`config.mk`:
```
export PLATFORM = sky130hd
export DESIGN_NAME = ym_ssg_regs_flat
export DESIGN_NICKNAME = d
export VERILOG_FILES = /design/src/rtl/ym_ssg_pkg.sv /design/src/rtl/ym_ssg_regs_if.sv /design/src/rtl/ym_strobe_sync.sv /design/src/rtl/ym_ssg_regs.sv /design/src/flat_wrapper.sv
export SDC_FILE = /design/constraint.sdc
export NUM_CORES = 1
export LEC_CHECK = 0
export ABC_AREA = 1
export CAP_MARGIN = 20
export CORE_MARGIN = 10
export CORE_UTILIZATION = 35
export DETAILED_ROUTE_END_ITERATION = 8
export HOLD_SLACK_MARGIN = 0.08
export SYNTH_ARGS = -nofsm -noshare
export SYNTH_HDL_FRONTEND = slang
export SYNTH_SLANG_ARGS = --single-unit
```
`constraint.sdc`:
```
create_clock -name PHI_S -period 1.65 [get_ports PHI_S]
set_input_delay 0.33 -clock PHI_S [delete_from_list [all_inputs] [get_ports PHI_S]]
set_output_delay 0.33 -clock PHI_S [all_outputs]
set_load 0.02 [all_outputs]
```
`src/rtl/ym_ssg_pkg.sv`:
```
// rtl/ym_ssg_pkg.sv - SSG register map, reset values and shared types
package ym_ssg_pkg;

    localparam logic [7:0] REG_FREQ_A_L   = 8'h00;
    localparam logic [7:0] REG_FREQ_A_H   = 8'h01;
    localparam logic [7:0] REG_FREQ_B_L   = 8'h02;
    localparam logic [7:0] REG_FREQ_B_H   = 8'h03;
    localparam logic [7:0] REG_FREQ_C_L   = 8'h04;
    localparam logic [7:0] REG_FREQ_C_H   = 8'h05;
    localparam logic [7:0] REG_NOISE      = 8'h06;
    localparam logic [7:0] REG_ENABLE     = 8'h07;
    localparam logic [7:0] REG_VOL_A      = 8'h08;
    localparam logic [7:0] REG_VOL_B      = 8'h09;
    localparam logic [7:0] REG_VOL_C      = 8'h0A;
    localparam logic [7:0] REG_ENV_FREQ_L = 8'h0B;
    localparam logic [7:0] REG_ENV_FREQ_H = 8'h0C;
    localparam logic [7:0] REG_ENV_SHAPE  = 8'h0D;

    localparam int BUSY_CYCLES_DEFAULT = 32;

    localparam logic [5:0] EN_RESET = 6'h3F;

    typedef struct packed {
        logic [11:0] freq_a;
        logic [11:0] freq_b;
        logic [11:0] freq_c;
        logic [4:0]  noise;
        logic [5:0]  en;
        logic [4:0]  vol_a;
        logic [4:0]  vol_b;
        logic [4:0]  vol_c;
        logic [15:0] env_freq;
        logic [3:0]  env;
    } ssg_regs_t;

    localparam ssg_regs_t REGS_RESET = '{
        freq_a:   12'h000,
        freq_b:   12'h000,
        freq_c:   12'h000,
        noise:    5'h00,
        en:       EN_RESET,
        vol_a:    5'h00,
        vol_b:    5'h00,
        vol_c:    5'h00,
        env_freq: 16'h0000,
        env:      4'h0
    };

    function automatic logic reg_valid(input logic [7:0] a);
        return a <= REG_ENV_SHAPE;
    endfunction

endpackage

```
`src/rtl/ym_ssg_regs_if.sv`:
```
// rtl/ym_ssg_regs_if.sv - CPU bus of the SSG register block
interface ym_ssg_regs_if;
    logic       nCS;
    logic       nWR;
    logic       nRD;
    logic       A0;
    logic [7:0] DIN;
    logic [7:0] DOUT;

    modport master (output nCS, nWR, nRD, A0, DIN, input  DOUT);
    modport slave  (input  nCS, nWR, nRD, A0, DIN, output DOUT);
endinterface

```
`src/rtl/ym_strobe_sync.sv`:
```
// rtl/ym_strobe_sync.sv - 2-flop strobe synchroniser with edge detection
module ym_strobe_sync (
    input  logic clk,
    input  logic rst_n,
    input  logic strobe_n,
    output logic level_n,
    output logic rise
);
    logic s1, s2, s3;
    logic primed;
    logic idle_seen;
    logic armed;
    logic fall_det;
    logic rise_det;

    assign fall_det = ~s2 & s3;
    assign rise_det = s2 & ~s3;
    assign level_n  = s2;
    assign rise     = rise_det & armed;

    // A rise only counts if its strobe went low after idle was observed post-reset,
    // so a strobe already active across reset never commits.
    always_ff @(posedge clk or negedge rst_n) begin
        if (!rst_n) begin
            s1        <= 1'b1;
            s2        <= 1'b1;
            s3        <= 1'b1;
            primed    <= 1'b0;
            idle_seen <= 1'b0;
            armed     <= 1'b0;
        end else begin
            s1     <= strobe_n;
            s2     <= s1;
            s3     <= s2;
            primed <= 1'b1;
            if (primed && s1)
                idle_seen <= 1'b1;
            if (fall_det)
                armed <= idle_seen;
            else if (rise_det)
                armed <= 1'b0;
        end
    end
endmodule

```
`src/rtl/ym_ssg_regs.sv`:
```
// rtl/ym_ssg_regs.sv - SSG register file with CPU bus, busy flag and read-back
// Optional register read-back is enabled by defining YM_SSG_READBACK_EN.
module ym_ssg_regs
    import ym_ssg_pkg::*;
#(
    parameter int BUSY_CYCLES = BUSY_CYCLES_DEFAULT
) (
    input  logic         PHI_S,
    input  logic         nRESET,
    ym_ssg_regs_if.slave bus,
    output logic [11:0]  SSG_FREQ_A,
    output logic [11:0]  SSG_FREQ_B,
    output logic [11:0]  SSG_FREQ_C,
    output logic [4:0]   SSG_NOISE,
    output logic [5:0]   SSG_EN,
    output logic [4:0]   SSG_VOL_A,
    output logic [4:0]   SSG_VOL_B,
    output logic [4:0]   SSG_VOL_C,
    output logic [15:0]  SSG_ENV_FREQ,
    output logic [3:0]   SSG_ENV,
    output logic         ENV_RESTART
);
    localparam logic [5:0] BUSY_LOAD = 6'(BUSY_CYCLES);

    logic       wr_n, wr_rise;
    logic       rd_n, rd_rise;
    logic       unused_rd_rise;
    ssg_regs_t  regs;
    logic [7:0] addr;
    logic       cap_a0;
    logic [7:0] cap_din;
    logic [5:0] busy_cnt;
    logic       busy;
    logic       env_restart;
    logic [7:0] dout;
    logic [7:0] rd_value;

    ym_strobe_sync u_wr_sync (
        .clk      (PHI_S),
        .rst_n    (nRESET),
        .strobe_n (bus.nCS | bus.nWR),
        .level_n  (wr_n),
        .rise     (wr_rise)
    );

    ym_strobe_sync u_rd_sync (
        .clk      (PHI_S),
        .rst_n    (nRESET),
        .strobe_n (bus.nCS | bus.nRD),
        .level_n  (rd_n),
        .rise     (rd_rise)
    );

    assign unused_rd_rise = rd_rise;
    assign busy           = busy_cnt != 6'd0;

`ifdef YM_SSG_READBACK_EN
    function automatic logic [7:0] reg_read(input ssg_regs_t r, input logic [7:0] a);
        case (a)
            REG_FREQ_A_L:   return r.freq_a[7:0];
            REG_FREQ_A_H:   return {4'h0, r.freq_a[11:8]};
            REG_FREQ_B_L:   return r.freq_b[7:0];
            REG_FREQ_B_H:   return {4'h0, r.freq_b[11:8]};
            REG_FREQ_C_L:   return r.freq_c[7:0];
            REG_FREQ_C_H:   return {4'h0, r.freq_c[11:8]};
            REG_NOISE:      return {3'h0, r.noise};
            REG_ENABLE:     return {2'h0, r.en};
            REG_VOL_A:      return {3'h0, r.vol_a};
            REG_VOL_B:      return {3'h0, r.vol_b};
            REG_VOL_C:      return {3'h0, r.vol_c};
            REG_ENV_FREQ_L: return r.env_freq[7:0];
            REG_ENV_FREQ_H: return r.env_freq[15:8];
            REG_ENV_SHAPE:  return {4'h0, r.env};
            default:        return 8'h00;
        endcase
    endfunction

    always_comb begin
        rd_value = {busy, 7'b0};
        if (bus.A0)
            rd_value = reg_read(regs, addr);
    end
`else
    always_comb begin
        rd_value = {busy, 7'b0};
        if (bus.A0)
            rd_value = 8'h00;
    end
`endif

    always_ff @(posedge PHI_S or negedge nRESET) begin
        if (!nRESET) begin
            regs        <= REGS_RESET;
            addr        <= 8'h00;
            cap_a0      <= 1'b0;
            cap_din     <= 8'h00;
            busy_cnt    <= 6'd0;
            env_restart <= 1'b0;
            dout        <= 8'h00;
        end else begin
            env_restart <= 1'b0;
            if (!wr_n) begin
                cap_a0  <= bus.A0;
                cap_din <= bus.DIN;
            end
            if (busy)
                busy_cnt <= busy_cnt - 6'd1;
            if (wr_rise) begin
                if (!cap_a0) begin
                    addr <= cap_din;
                end else if (reg_valid(addr)) begin
                    busy_cnt <= BUSY_LOAD;
                    case (addr)
                        REG_FREQ_A_L:   regs.freq_a[7:0]    <= cap_din;
                        REG_FREQ_A_H:   regs.freq_a[11:8]   <= cap_din[3:0];
                        REG_FREQ_B_L:   regs.freq_b[7:0]    <= cap_din;
                        REG_FREQ_B_H:   regs.freq_b[11:8]   <= cap_din[3:0];
                        REG_FREQ_C_L:   regs.freq_c[7:0]    <= cap_din;
                        REG_FREQ_C_H:   regs.freq_c[11:8]   <= cap_din[3:0];
                        REG_NOISE:      regs.noise          <= cap_din[4:0];
                        REG_ENABLE:     regs.en             <= cap_din[5:0];
                        REG_VOL_A:      regs.vol_a          <= cap_din[4:0];
                        REG_VOL_B:      regs.vol_b          <= cap_din[4:0];
                        REG_VOL_C:      regs.vol_c          <= cap_din[4:0];
                        REG_ENV_FREQ_L: regs.env_freq[7:0]  <= cap_din;
                        REG_ENV_FREQ_H: regs.env_freq[15:8] <= cap_din;
                        REG_ENV_SHAPE: begin
                            regs.env    <= cap_din[3:0];
                            env_restart <= 1'b1;
                        end
                        default: ;
                    endcase
                end
            end
            // A concurrent write strobe wins: the read bus stays quiet.
            dout <= (!rd_n && wr_n) ? rd_value : 8'h00;
        end
    end

    assign bus.DOUT     = dout;
    assign SSG_FREQ_A   = regs.freq_a;
    assign SSG_FREQ_B   = regs.freq_b;
    assign SSG_FREQ_C   = regs.freq_c;
    assign SSG_NOISE    = regs.noise;
    assign SSG_EN       = regs.en;
    assign SSG_VOL_A    = regs.vol_a;
    assign SSG_VOL_B    = regs.vol_b;
    assign SSG_VOL_C    = regs.vol_c;
    assign SSG_ENV_FREQ = regs.env_freq;
    assign SSG_ENV      = regs.env;
    assign ENV_RESTART  = env_restart;
endmodule
```
`src/flat_wrapper.sv`:
```
// flat-port wrapper written by rule: the top's interface ports become plain ports
module ym_ssg_regs_flat import ym_ssg_pkg::*;
#(
    parameter int BUSY_CYCLES = BUSY_CYCLES_DEFAULT
)
  (PHI_S, nRESET, SSG_FREQ_A, SSG_FREQ_B, SSG_FREQ_C, SSG_NOISE, SSG_EN, SSG_VOL_A, SSG_VOL_B, SSG_VOL_C, SSG_ENV_FREQ, SSG_ENV, ENV_RESTART, bus_nCS, bus_nWR, bus_nRD, bus_A0, bus_DIN, bus_DOUT);
  ym_ssg_regs_if bus_i ();
  input  logic PHI_S;
  input  logic nRESET;
  output logic [11:0] SSG_FREQ_A;
  output logic [11:0] SSG_FREQ_B;
  output logic [11:0] SSG_FREQ_C;
  output logic [4:0] SSG_NOISE;
  output logic [5:0] SSG_EN;
  output logic [4:0] SSG_VOL_A;
  output logic [4:0] SSG_VOL_B;
  output logic [4:0] SSG_VOL_C;
  output logic [15:0] SSG_ENV_FREQ;
  output logic [3:0] SSG_ENV;
  output logic ENV_RESTART;
  input wire logic [$bits(bus_i.nCS)-1:0] bus_nCS;
  input wire logic [$bits(bus_i.nWR)-1:0] bus_nWR;
  input wire logic [$bits(bus_i.nRD)-1:0] bus_nRD;
  input wire logic [$bits(bus_i.A0)-1:0] bus_A0;
  input wire logic [$bits(bus_i.DIN)-1:0] bus_DIN;
  output wire logic [$bits(bus_i.DOUT)-1:0] bus_DOUT;
  assign bus_i.nCS = bus_nCS;
  assign bus_i.nWR = bus_nWR;
  assign bus_i.nRD = bus_nRD;
  assign bus_i.A0 = bus_A0;
  assign bus_i.DIN = bus_DIN;
  assign bus_DOUT = bus_i.DOUT;
  ym_ssg_regs #(.BUSY_CYCLES(BUSY_CYCLES)) u_core (.PHI_S(PHI_S), .nRESET(nRESET), .bus(bus_i), .SSG_FREQ_A(SSG_FREQ_A), .SSG_FREQ_B(SSG_FREQ_B), .SSG_FREQ_C(SSG_FREQ_C), .SSG_NOISE(SSG_NOISE), .SSG_EN(SSG_EN), .SSG_VOL_A(SSG_VOL_A), .SSG_VOL_B(SSG_VOL_B), .SSG_VOL_C(SSG_VOL_C), .SSG_ENV_FREQ(SSG_ENV_FREQ), .SSG_ENV(SSG_ENV), .ENV_RESTART(ENV_RESTART));
endmodule
```
* Word level (Yosys, flattened, before mapping) *
Index checks and enable logic that the tools add are counted.

cells by class
  equality and inequality tests = 13
  multiplexer cells = 12
  reductions and logical operators = 21
  bitwise gates (word level) = 8
  $add $sub $neg = 1
  $lt $le $gt $ge = 1

operators by type and width
  operator               number
  $reduce_and A4 Y1      14
  $eq A8 B4 Y1 const B   6
  $eq A8 B3 Y1 const B   4
  $mux W6                4
  $eq A8 B2 Y1 const B   2
  $mux W8                2
  $eq A8 B1 Y1 const B   1
  $le A8 B4 Y1 const B   1
  $logic_not A8 Y1       1
  $mux W1                6
  $reduce_bool A6 Y1     1
  $sub A6 B1 Y6 const B  1
  $and A1 B1 Y1          3
  $not A1 Y1             3
  $logic_and A1 B1 Y1    2
  $or A1 B1 Y1           2
  $reduce_and A2 Y1      1
  $reduce_bool A2 Y1     1
  $logic_not A1 Y1       1

storage, ports and cells
  bits in registers = 122
  input port bits = 14
  output and inout port bits = 91
  logic and storage cells = 84

* Depth between registers and ports, before layout *
Gate-level depths: netlist of the first run.

  word-level depth = 5
  mapped depth = 9
  mapped depth without buffers = 8

* By module *
A second synthesis of the first run with hierarchy kept.

second synthesis, totals
  cell total of the unflattened synthesis = 533
  area total of the unflattened synthesis = 5,038.6 um^2

by module, submodules not included
  module          seq. area each (um^2)  times used  area an instance (um^2)  cells each
  ym_ssg_regs     2,685.1                1           4,595.7                  497
  ym_strobe_sync  153.9                  2           221.5                    18

* Worst setup path before layout of the first run *
Ideal clock, no wire load.

  path kind = register to register
  start = register u_core.u_wr_sync.s2, in the netlist u_core.u_wr_sync.level_n
  end = register u_core.regs (netlist bit u_core.SSG_FREQ_B[0])
  arrival = 1.456 ns
  setup slack = 0.077 ns
  stages on the path, launching flop included = 8
  clock period less this slack = 1.573 ns
  buffers on the path = 1
  setup time = 0.117 ns
  data required time = 1.533 ns
  path through = dfstp_2 > ha_1 > nand3_1 > nor2_2 > buf_6 > nand3_2 > nand2_1 > nand2_1

on the way
  word-level cells in the longest chain between the ends = 3

ends and longest elaborated chain
  item                         RTL line              source
  from (decl)                  ym_strobe_sync.sv:9   logic s1, s2, s3;
  from (signal assigned)       ym_strobe_sync.sv:26  s2 <= 1'b1;
  from (signal assigned)       ym_strobe_sync.sv:33  s2 <= s1;
  $and A1 B1 Y1                ym_strobe_sync.sv:17  assign rise_det = s2 & ~s3;
  $and A1 B1 Y1                ym_strobe_sync.sv:19  assign rise = rise_det & armed;
  $reduce_and A4 Y1 (no line)  -
  to (decl)                    ym_ssg_regs.sv:28     ssg_regs_t regs;

No other way between the ends.
A chain may end at the register's enable or synchronous reset.

* Worst setup path after layout of the first run *
  start = register u_core.u_wr_sync.s2, in the netlist u_core.u_wr_sync.level_n
  end = register u_core.regs (netlist bit u_core.SSG_FREQ_C[4])

The elaborated chain is that of the path after synthesis.

==> metrics.md, run 1 <==
| Metric | Value |
|---|---|
| Ratio of cells with drive above 1 in the final layout | approximately a quarter |
| Crit Path Class | flop to flop |
| Post-Synth Adder-Cell Area | 1.03% |
| Cell count after synthesis | 536 |
| Drt wl/cell | roughly 17 um |
| CP bufs+invs | 2 |
| Gate power share | 18.4% |
| Metal-1 WL | 6290 um |
| Ys flop type | dfrtp_1 |
| Unrepaired setup endpoints after global routing | yes |
| Nets | 690 |
| Final count of pins violating max slew | 0 |
| Htree depth | 4 |
| GRT Util Overall | 14.8% |
| Multiplexer share of the synthesized area | 0% |
| Largest net degree at the start of global routing | 37 |
| Met2 routed WL | between 7000 and 8000 um |
| Initial Util | 36.1% |
| Die area | between 0.015 and 0.02 sq mm |
| Drt via density | 4.91 |
| Max clock buf depth | 2 |
| Drt pass-1 iters | 7 |
| Synthesis-stage register bit count | ~120 |
| Cell Int Power | 6.22 mW |
| Hold EP | u_core.u_rd_sync.level_n |
| Max_cap viols | 0 |
| Startpoint types | flop |
| Synth area leaders | dfrtp_1 54%, nand2_1 16%, nand3_1 9.6%, dfstp_2 6.0%, o21ai_0 2.0% |
| Setup TNS | -726 ps |
| Worst Path Max Fanout | 5 |
| # port buffers | 97 |
| Critical path's top delay family | simple AND/OR/NAND/NOR gates |
| Crit end category | flop |
| DR top layer | met4 |
| Sequential power share | 38.1% |
| Syn Std Cell Area | 0.00484 sq mm |
| CP required | ~2000 ps |
| HP Class | flop to flop |
| Row count | 42 |
| WHS Path Cells | 0 |
| Sequential share of the synthesized area | 59.7% |
| Top-count cell post-synth | nand2_1 |
| Post-route ant nets | 0 |
| Async SR Flop Fraction | 100% |
| Worst skew pair latency | 410 ps |
| Root Driver | clkbuf_16 |
| First-pass GRT wire length | 21800 um |
| Initial antenna violation count | 0 |
| Drt total wl | between 10000 and 15000 um |
| P&R area growth vs syn | 50.0% |
| Combinational family with the most area after synthesis | simple AND/OR/NAND/NOR gates |
| P per Cell Area | 1230 mW/mm^2 |
| Switching Power | around 2.7 mW |
| Worst path cell trace | ha_4 -> nand2_4 -> nor2_4 -> nand2_2 -> nor2_4 -> buf_6 -> clkbuf_16 -> nand3_2 -> nand2_1 |
| Met3 routed WL | between 1000 and 1500 um |
| Vias | 4225 |
| Final-layout fill cell count | ~1300 |
| Failing checks | negative setup slack |
| Placed Cells | roughly 810 |
| Worst R2R End | u_core.SSG_FREQ_C[4] |
| CTS Sinks | 115 |
| Max Fclk | 588 MHz |
| Die Height | 138 um |
| Switch share | roughly 30% |
| Slowest stage delay, CP | 560 ps |
| Slew HR | about three fifths |
| Tmin final | 1700 ps |
| Crit path arrival time | approximately 2100 ps |
| Synth warnings | 0 |
| Dpl hpwl | 9820 um |
| Core area | 0.0134 sq mm |
| ANT cells | 0 |
| CTS tree | done |
| Synthesized area per cell | 9.03 sq um |
| R2R depth | 9 |
| Status | finished, violations left |
| Max IR drop VDD | 0.823 mV |
| DRT iter0 DRCs | 266 |
| Post-synth top cells | 201 x nand2_1, 104 x dfrtp_1, 93 x nand3_1 |
| Synth Area in Compound Gates | 2.22% |
| Post-Synth XOR/XNOR Area | less than 1% |
| IO Pins | 105 |
| Final setup margin | -51.4 ps |
| Min-Delay Startpoint | u_core.u_rd_sync.s1 |
| Area share of the leading cell type in the synthesized netlist | between 50 and 60% |
| Library cells used by synthesis | 25 |
| Most common cell on crit path | nor2_4 |
| # setup viols final | 35 |
| Period Utilization, post-route | 103% |
| Final Hold Fails | 0 |
| Reg2reg setup slack | -50 ps |
| Clock power frac | 43.5% |
| Worst Tran Pin Value | 582 ps |
| Post-Layout Cell Count | 861 |
| GR Overflow Total | 0 |
| Pleak | approximately 3.8 nW |
| Reg clk slew, reported paths | 60 ps |
| Synth Area in Simple Gates | 31.7% |
| Critical-path top delay cell | dfstp_2 |
| GPL Wtd Cong | 0.849 |
| CTS Buf Count | 17 |
| Die X | 138 um |
| Crit path depth | 9 |
| Largest area contributor in the netlist | dfrtp_1 |
| EDFF count, synth | 0 |
| Reg-to-Reg Start | u_core.u_wr_sync.level_n |
| Vias in the first global route | 4054 |
| DRC | 0 |
| Layout Skew | 10.9 ps |
==> per-stage QoR <==
step | utilization [%] | area, sq um | setup slack [ps] | total power [mW] | hold slack (ps)
2_1_floorplan | - | 4860 | 77.5 | 4.32 | 34.4
3_3_place_gp | 46.0 | 6160 | -9.06 | 4.89 | 298
3_5_place_dp | 46.0 | 6160 | -95.1 | 4.94 | 301
4_1_cts | 50.2 | 6730 | -0.174 | 8.77 | 355
5_1_grt | 54.2 | 7260 | -135 | 9.31 | 359
6_report | 54.2 | 7260 | -51.4 | 8.91 | 353
==> cell usage in the layout (no fill, tap or decap), types with 3 or more instances in the layout <==
master / count
clkbuf_16: 21
buf_6: 8
clkbuf_8: 3
dfrtp_1: 104
clkinvlp_4: 3
nand3_1: 45
ha_1: 3
bufinv_16: 4
nor3_1: 3
nor2_1: 20
nand3_4: 6
conb_1: 8
nor2_4: 11
dfstp_2: 11
nand2_2: 7
buf_4: 19
nand3_2: 51
nand2_1: 195
inv_1: 20
clkbuf_1: 3
dlygate4sd2_1: 83
inv_2: 3
o21ai_0: 19
buf_12: 6
clkdlybuf4s50_1: 12
==> flip-flops by register name, indices dropped and copies added, names as in the netlist, 4 cells and up <==
name / count
u_core.cap_din: 8
u_core.busy_cnt: 6
u_core.SSG_VOL_C: 5
u_core.SSG_FREQ_C: 12
u_core.SSG_ENV: 4
u_core.SSG_EN: 6
u_core.SSG_FREQ_B: 12
u_core.SSG_NOISE: 5
u_core.SSG_ENV_FREQ: 16
u_core.SSG_VOL_B: 5
u_core.SSG_VOL_A: 5
u_core.SSG_FREQ_A: 12
u_core.addr: 8
==> metal layers <==
metal / vias to the layer above / track usage, %
li1: 1989 / -
met1: 2068 / 18.5
met3: 26 / 4.81
met4: 0 / 5.21
met5: - / 0
met2: 142 / 23.5
==> final cells by class <==
cell class,count,area (sq um),share of cell area (%)
Inverter,23,86.3,1.19
Tap cell,176,220,3.03
Sequential cell,115,2890,39.8
Multi-Input combinational cell,380,2100,28.9
Clock inverter,9,153,2.10
Clock buffer,23,478,6.58
Timing Repair Buffer,135,1340,18.4
==> cell families after synthesis <==
logic type | count (synthesis)
buf+inv | 47
other cells | 2
fa+ha+maj | 4
xor+xnor | 3
compound gates | 21
simple gates | 344
flops | 115
==> power groups by stage <==
stage / logic (mW) / clock network [mW] / registers [mW]
floorplan: 0.918 / 0 / 3.40
global placement: 1.48 / 0 / 3.42
detailed placement: 1.52 / 0 / 3.42
CTS: 1.49 / 3.91 / 3.37
global route: 1.82 / 4.07 / 3.42
finish: 1.64 / 3.88 / 3.39
==> what timing repair did <==
action	4_1_cts	5_1_grt
cloned	0	10
setup endpoints to repair	96	84
setup buffers	0	5
pin swaps	0	52
hold buffers	1	0
hold endpoints to repair	23	0
gates resized for setup	90	70
==> worst max-delay path by stage <==
stage / startpoint / end / slack, ps
6_report: u_core.u_wr_sync.level_n / u_core.SSG_FREQ_C[4] / -50
2_1_floorplan: u_core.u_wr_sync.level_n / u_core.SSG_FREQ_B[0] / 80
3_5_place_dp: u_core.u_wr_sync.level_n / u_core.SSG_ENV_FREQ[14] / -100
4_1_cts: u_core.u_wr_sync.level_n / u_core.SSG_FREQ_B[10] / -0.2
3_3_place_gp: u_core.u_wr_sync.level_n / u_core.SSG_ENV_FREQ[15] / -9
5_1_grt: u_core.u_wr_sync.level_n / u_core.SSG_FREQ_C[10] / -130
Note: power is estimated with default switching activity, not from simulation.
==> inputs of run 2 (changes only) <==
--- a/config.mk
+++ b/config.mk
@@ -9,6 +9,7 @@
 export CAP_MARGIN = 20
 export CORE_MARGIN = 10
 export CORE_UTILIZATION = 35
+export CTS_CLUSTER_SIZE = 24
 export DETAILED_ROUTE_END_ITERATION = 8
 export HOLD_SLACK_MARGIN = 0.08
 export SYNTH_ARGS = -nofsm -noshare
==> results of run 2 <==
Final layout, timing and power as in run 1 (identical DEF).
==> inputs of run 3 (changes only) <==
--- a/config.mk
+++ b/config.mk
@@ -6,7 +6,6 @@
 export NUM_CORES = 1
 export LEC_CHECK = 0
 export ABC_AREA = 1
-export CAP_MARGIN = 20
 export CORE_MARGIN = 10
 export CORE_UTILIZATION = 35
 export CTS_CLUSTER_SIZE = 24
==> results of run 3 <==
Final layout, timing and power as in run 1 (identical DEF).
